`src/rtl/bus_arbiter.sv`:
```
`default_nettype none
// bus_arbiter: two-master round-robin arbiter that holds the grant for a whole (burst) transaction.
// Optional watchdog: define ARB_TIMEOUT_EN to release hung transactions after TIMEOUT stalled cycles.
module bus_arbiter #(
    parameter int ADDR_W  = 32,
    parameter int DATA_W  = 32,
    parameter int BURST_W = 4,
    parameter int TIMEOUT = 255
) (
    input  logic                  clk,
    input  logic                  rst,
    input  logic [ADDR_W-1:0]     m0_addr,
    input  logic [DATA_W-1:0]     m0_wdata,
    input  logic                  m0_read,
    input  logic                  m0_write,
    input  logic [DATA_W/8-1:0]   m0_dataena,
    input  logic [BURST_W-1:0]    m0_burstcount,
    output logic [DATA_W-1:0]     m0_rdata,
    output logic                  m0_valid,
    output logic                  m0_waitrequest,
    output logic                  m0_error,
    input  logic [ADDR_W-1:0]     m1_addr,
    input  logic [DATA_W-1:0]     m1_wdata,
    input  logic                  m1_read,
    input  logic                  m1_write,
    input  logic [DATA_W/8-1:0]   m1_dataena,
    input  logic [BURST_W-1:0]    m1_burstcount,
    output logic [DATA_W-1:0]     m1_rdata,
    output logic                  m1_valid,
    output logic                  m1_waitrequest,
    output logic                  m1_error,
    output logic [ADDR_W-1:0]     bus_addr,
    output logic [DATA_W-1:0]     bus_wdata,
    output logic                  bus_read,
    output logic                  bus_write,
    output logic [DATA_W/8-1:0]   bus_dataena,
    output logic [BURST_W-1:0]    bus_burstcount,
    input  logic [DATA_W-1:0]     bus_rdata,
    input  logic                  bus_valid,
    input  logic                  bus_waitrequest,
    output logic [1:0]            grant
);

    typedef enum logic [1:0] {
        IDLE   = 2'd0,
        CMD    = 2'd1,
        RDWAIT = 2'd2
    } state_t;

    state_t             state, state_nx;
    logic [1:0]         grant_nx;
    logic               last_grant, last_nx;   // 0 = M0, 1 = M1
    logic [BURST_W-1:0] beats_left, beats_nx;
    logic               started, started_nx;   // a beat of the current command was accepted
    logic               done;

    logic               m0_req, m1_req;
    logic               pick;
    logic [BURST_W-1:0] pick_bc;
    logic               owner;
    logic               own_read, own_write, own_req;
    logic               progress, timeout;

    assign m0_req    = m0_read | m0_write;
    assign m1_req    = m1_read | m1_write;
    assign pick      = (m0_req && m1_req) ? !last_grant : m1_req;
    assign pick_bc   = pick ? m1_burstcount : m0_burstcount;
    assign owner     = grant[1];
    assign own_read  = owner ? m1_read : m0_read;
    // A master raising both read and write gets a read.
    assign own_write = !own_read && (owner ? m1_write : m0_write);
    assign own_req   = own_read | own_write;
    assign progress  = ((state == CMD) && own_req && !bus_waitrequest) ||
                       ((state == RDWAIT) && bus_valid);

`ifdef ARB_TIMEOUT_EN
    localparam int WD_W = $clog2(TIMEOUT + 1);
    logic [WD_W-1:0] watchdog;

    assign timeout = (state != IDLE) && !progress && (watchdog == WD_W'(TIMEOUT - 1));

    always_ff @(posedge clk or posedge rst) begin
        if (rst) begin
            watchdog <= '0;
        end else if ((state == IDLE) || progress || timeout) begin
            watchdog <= '0;
        end else begin
            watchdog <= watchdog + WD_W'(1);
        end
    end
`else
    logic unused_timeout;
    assign timeout        = 1'b0;
    assign unused_timeout = ^TIMEOUT;
`endif

    always_ff @(posedge clk or posedge rst) begin
        if (rst) begin
            state      <= IDLE;
            grant      <= 2'b00;
            last_grant <= 1'b1;
            beats_left <= '0;
            started    <= 1'b0;
        end else begin
            state      <= state_nx;
            grant      <= grant_nx;
            last_grant <= last_nx;
            beats_left <= beats_nx;
            started    <= started_nx;
        end
    end

    always_comb begin
        state_nx   = state;
        grant_nx   = grant;
        last_nx    = last_grant;
        beats_nx   = beats_left;
        started_nx = started;
        done       = 1'b0;
        case (state)
            IDLE: begin
                if (m0_req || m1_req) begin
                    grant_nx   = pick ? 2'b10 : 2'b01;
                    beats_nx   = (pick_bc == '0) ? BURST_W'(1) : pick_bc;
                    started_nx = 1'b0;
                    state_nx   = CMD;
                end
            end
            CMD: begin
                if (!own_req) begin
                    // Abandoned before completion: only charge the owner if it got a beat through.
                    state_nx = IDLE;
                    grant_nx = 2'b00;
                    if (started) begin
                        last_nx = owner;
                    end
                end else if (!bus_waitrequest) begin
                    started_nx = 1'b1;
                    if (own_write || bus_valid) begin
                        if (beats_left == BURST_W'(1)) begin
                            done = 1'b1;
                        end else begin
                            beats_nx = beats_left - BURST_W'(1);
                        end
                    end
                    if (own_read) begin
                        state_nx = RDWAIT;
                    end
                end
            end
            RDWAIT: begin
                if (bus_valid) begin
                    if (beats_left == BURST_W'(1)) begin
                        done = 1'b1;
                    end else begin
                        beats_nx = beats_left - BURST_W'(1);
                    end
                end
            end
            default: begin
                state_nx = IDLE;
                grant_nx = 2'b00;
            end
        endcase
        if (done || timeout) begin
            state_nx = IDLE;
            grant_nx = 2'b00;
            last_nx  = owner;
        end
    end

    always_comb begin
        bus_addr       = '0;
        bus_wdata      = '0;
        bus_dataena    = '0;
        bus_burstcount = '0;
        bus_read       = 1'b0;
        bus_write      = 1'b0;
        m0_waitrequest = 1'b1;
        m1_waitrequest = 1'b1;
        m0_valid       = 1'b0;
        m1_valid       = 1'b0;
        m0_error       = 1'b0;
        m1_error       = 1'b0;
        if (state != IDLE) begin
            bus_addr       = owner ? m1_addr       : m0_addr;
            bus_wdata      = owner ? m1_wdata      : m0_wdata;
            bus_dataena    = owner ? m1_dataena    : m0_dataena;
            bus_burstcount = owner ? m1_burstcount : m0_burstcount;
            m0_valid       = bus_valid && !owner;
            m1_valid       = bus_valid && owner;
            m0_error       = timeout && !owner;
            m1_error       = timeout && owner;
        end
        if ((state == CMD) && !timeout) begin
            bus_read       = own_read;
            bus_write      = own_write;
            m0_waitrequest = owner || bus_waitrequest;
            m1_waitrequest = !owner || bus_waitrequest;
        end
    end

    assign m0_rdata = bus_rdata;
    assign m1_rdata = bus_rdata;

endmodule
`default_nettype wire

```
`config.mk`:
```
export PLATFORM = sky130hd
export DESIGN_NAME = bus_arbiter
export DESIGN_NICKNAME = d
export VERILOG_FILES = /design/src/rtl/bus_arbiter.sv
export SDC_FILE = /design/constraint.sdc
export NUM_CORES = 1
export LEC_CHECK = 0
export CORE_AREA = 4 4 127 129
export CTS_BUF_LIST = sky130_fd_sc_hd__clkbuf_8
export CTS_CLUSTER_DIAMETER = 100
export DETAILED_ROUTE_END_ITERATION = 10
export DIE_AREA = 0 0 131 133
export PLACE_DENSITY = 0.6
export SYNTH_ARGS = -nofsm -noshare
export SYNTH_HDL_FRONTEND = slang
export SYNTH_SLANG_ARGS = --single-unit
```
`constraint.sdc`:
```
create_clock -name clk -period 3.3 [get_ports clk]
set_input_delay 0.33 -clock clk [delete_from_list [all_inputs] [get_ports clk]]
set_output_delay 0.33 -clock clk [all_outputs]
set_load 0.005 [all_outputs]
```
==> qor.csv <==
metric;value;unit
grt_pass1_vias;2725;
yosys_warnings;0;
cts_root_buf;clkbuf_8;
drv_slew;0;
cp_num_buf_inv;3;
synth_seq_area_share;10.37;%
ys_ff_latch;10;
die_y;133;um
post-route-min-period;2.833;ns
syn_area;0.002425;mm2
grt_setup_unrepaired;no;
design_area;0.004507;mm2
synthAdderAreaFrac;3.096;%
synth.distinct_cells;40;
port_buffers;231;
path_max_fanout;35;
cts_sinks;10;
gp_congestion;0.8318;
synth_compound_area_share;8.153;%
ctsHoldBuffers;0;
leakagePower;1.772;nW
crit_chain;inv_1, ha_2, buf_4, nor2_1, clkdlybuf4s50_1;
drt_iter0_drc;120;
synth_xor_area_share;0;%
clock_skew;0.004982;ns
synthMuxAreaShare;33.38;%
coreArea;0.01503;mm2
clk_latency;0.24;ns
grt_max_degree;39;
antenna_cells;0;
finalPower;2.812;mW
area_growth;85.86;%
crit_cells;5;
multi_input_area;0.001562;mm2
wire_per_inst;15.30;um
drt-total-wl;10260;um
final_hold_viol_count;0;
status;finished, final reports clean;
vias;2747;
r2r_cells;7;
synthCells;327;
timing.final.crit_share;85.86;%
crit_type;flip-flop to primary output;
gr-total-overflow;0;
fin_tns_setup;0;ns
fillers;1571;
cts_resized;0;
drive_above_1_share;4.555;%
clk_pin_slew;0.05;ns
antenna_found_initial;1;
drt.antenna.violating_nets;0;
synth_area_leaders;mux2i_1, buf_4, nor2_1, dfrtp_1, ha_1;
design.die.area;0.01742;mm2
max_stage_delay;0.71;ns
hp-class;primary input to async pin;
cts_made_buffers;3;
die_x;131;um
first_pass_iters;4;
cts_tree;yes;
synth_top_cell_by_area;mux2i_1;
cts_buffer_depth;2;
tightest_slew;0.7901;ns
cp.required;2.97;ns
yosysMostFrequentCell;nor2_1;
synth-edff-count;0;
post-dp-hpwl;8649;um
grt.total_usage;10.20;%
cp_top_family;buffers and inverters;
cts_setup_buffers;0;
ys.flop_type;dfrtp_1;
timing.fmax;352.9;MHz
p_per_area;624.0;mW/mm2
synth.avg_cell_area;7.415;um2
maxSlewHeadroom;47.33;%
ys_async_sr_fraction;100.0;%
ir_worst_vdd;295.0;uV
cpMaxStageDelayCell;ha_2;
maxCapViolCount;0;
ff_latch_area;255.2;um2
yosys.area_share.simple;19.35;%
core.rowCount;45;
setup_violations;0;
holdWs;0.3791;ns
grt_pass1_wl;14210;um
nets;674;
route.detailed.drc;0;
synth_top_family_by_area;multiplexers;
start_kind;flip-flop;
initial_utilization;16.13;%
endpoint_kind;primary output;
vias_per_cell;4.094;
io_pins;330;
place_area;0.004452;mm2
cp.arrival;2.50;ns
h-tree-depth;1;
synth_top_area_share;31.37;%
ys_top_cells_by_count;nor2_1, mux2i_1, buf_4;
-- worst paths after layout --
path / slack [ns] / end / start
max: 0.47 / bus_wdata[30] / state[0]
min: 0.38 / started / rst
max reg2reg: 0.73 / beats_left[2] / state[0]
min reg2reg: 0.51 / started / started
max in group asynchronous: 2.60 / grant[1] / rst
min in group clk: 0.51 / started / started
-- cell families after synthesis --
kind of cell	Yosys count
adder cells (fa/ha/maj)	6
other	1
multiplexers	80
flip-flops	10
buffers and inverters	95
AND/OR/NAND/NOR	110
AO/OA/AOI/OAI	25
-- placed cells by master (no fill, tap or decap), types with 2 or more instances in the layout --
master,instances
a21oi_1,4
a31oi_1,5
and3_1,3
buf_4,4
clkbuf_8,4
clkdlybuf4s50_1,231
conb_1,2
dfrtp_1,8
ha_1,5
inv_1,10
mux2_2,3
mux2i_1,76
nand2_1,10
nor2_1,81
nor3_1,7
o211ai_1,3
o21ai_0,2
-- area by class of cell --
type / instances / share of cell area (%)
multi-input cells: 223 / 34.65
repair buffers: 236 / 52.42
inverters: 10 / 0.8329
well taps: 188 / 5.219
clock buffers: 4 / 1.222
flip-flops and latches: 10 / 5.664
-- report_power, final --
part	internal, mW	total (mW)	switching (mW)
logic	1.38	2.37	0.986
clock network	0.105	0.154	0.0486
registers	0.191	0.293	0.103
total	1.67	2.81	1.14
-- through the flow --
step / std cells / utilization, % / setup WS [ns]
6_report: 671 / 29.98 / 0.4666
5_1_grt: 671 / 29.98 / 0.3538
4_1_cts: 671 / 29.98 / 0.4851
3_5_place_dp: 667 / 29.61 / 0.7316
3_3_place_gp: 667 / 29.61 / 0.8167
2_1_floorplan: 328 / - / 1.555
-- sequential cells by signal, summed over array words and instances, names as in the netlist --
name / cells
started: 1
state: 2
grant: 2
last_grant: 1
beats_left: 4
-- routing by layer --
| layer | vias to the layer above | track usage [%] | part of all wire [%] |
|---|---|---|---|
| li1 | 1348 | - | - |
| met1 | 1229 | 10.45 | 36 |
| met2 | 143 | 18.68 | 50 |
| met3 | 25 | 3.795 | 12 |
| met4 | 2 | 3.486 | 2.3 |
| met5 | - | 0 | 0.13 |
Note: power is estimated with default switching activity, not from simulation.
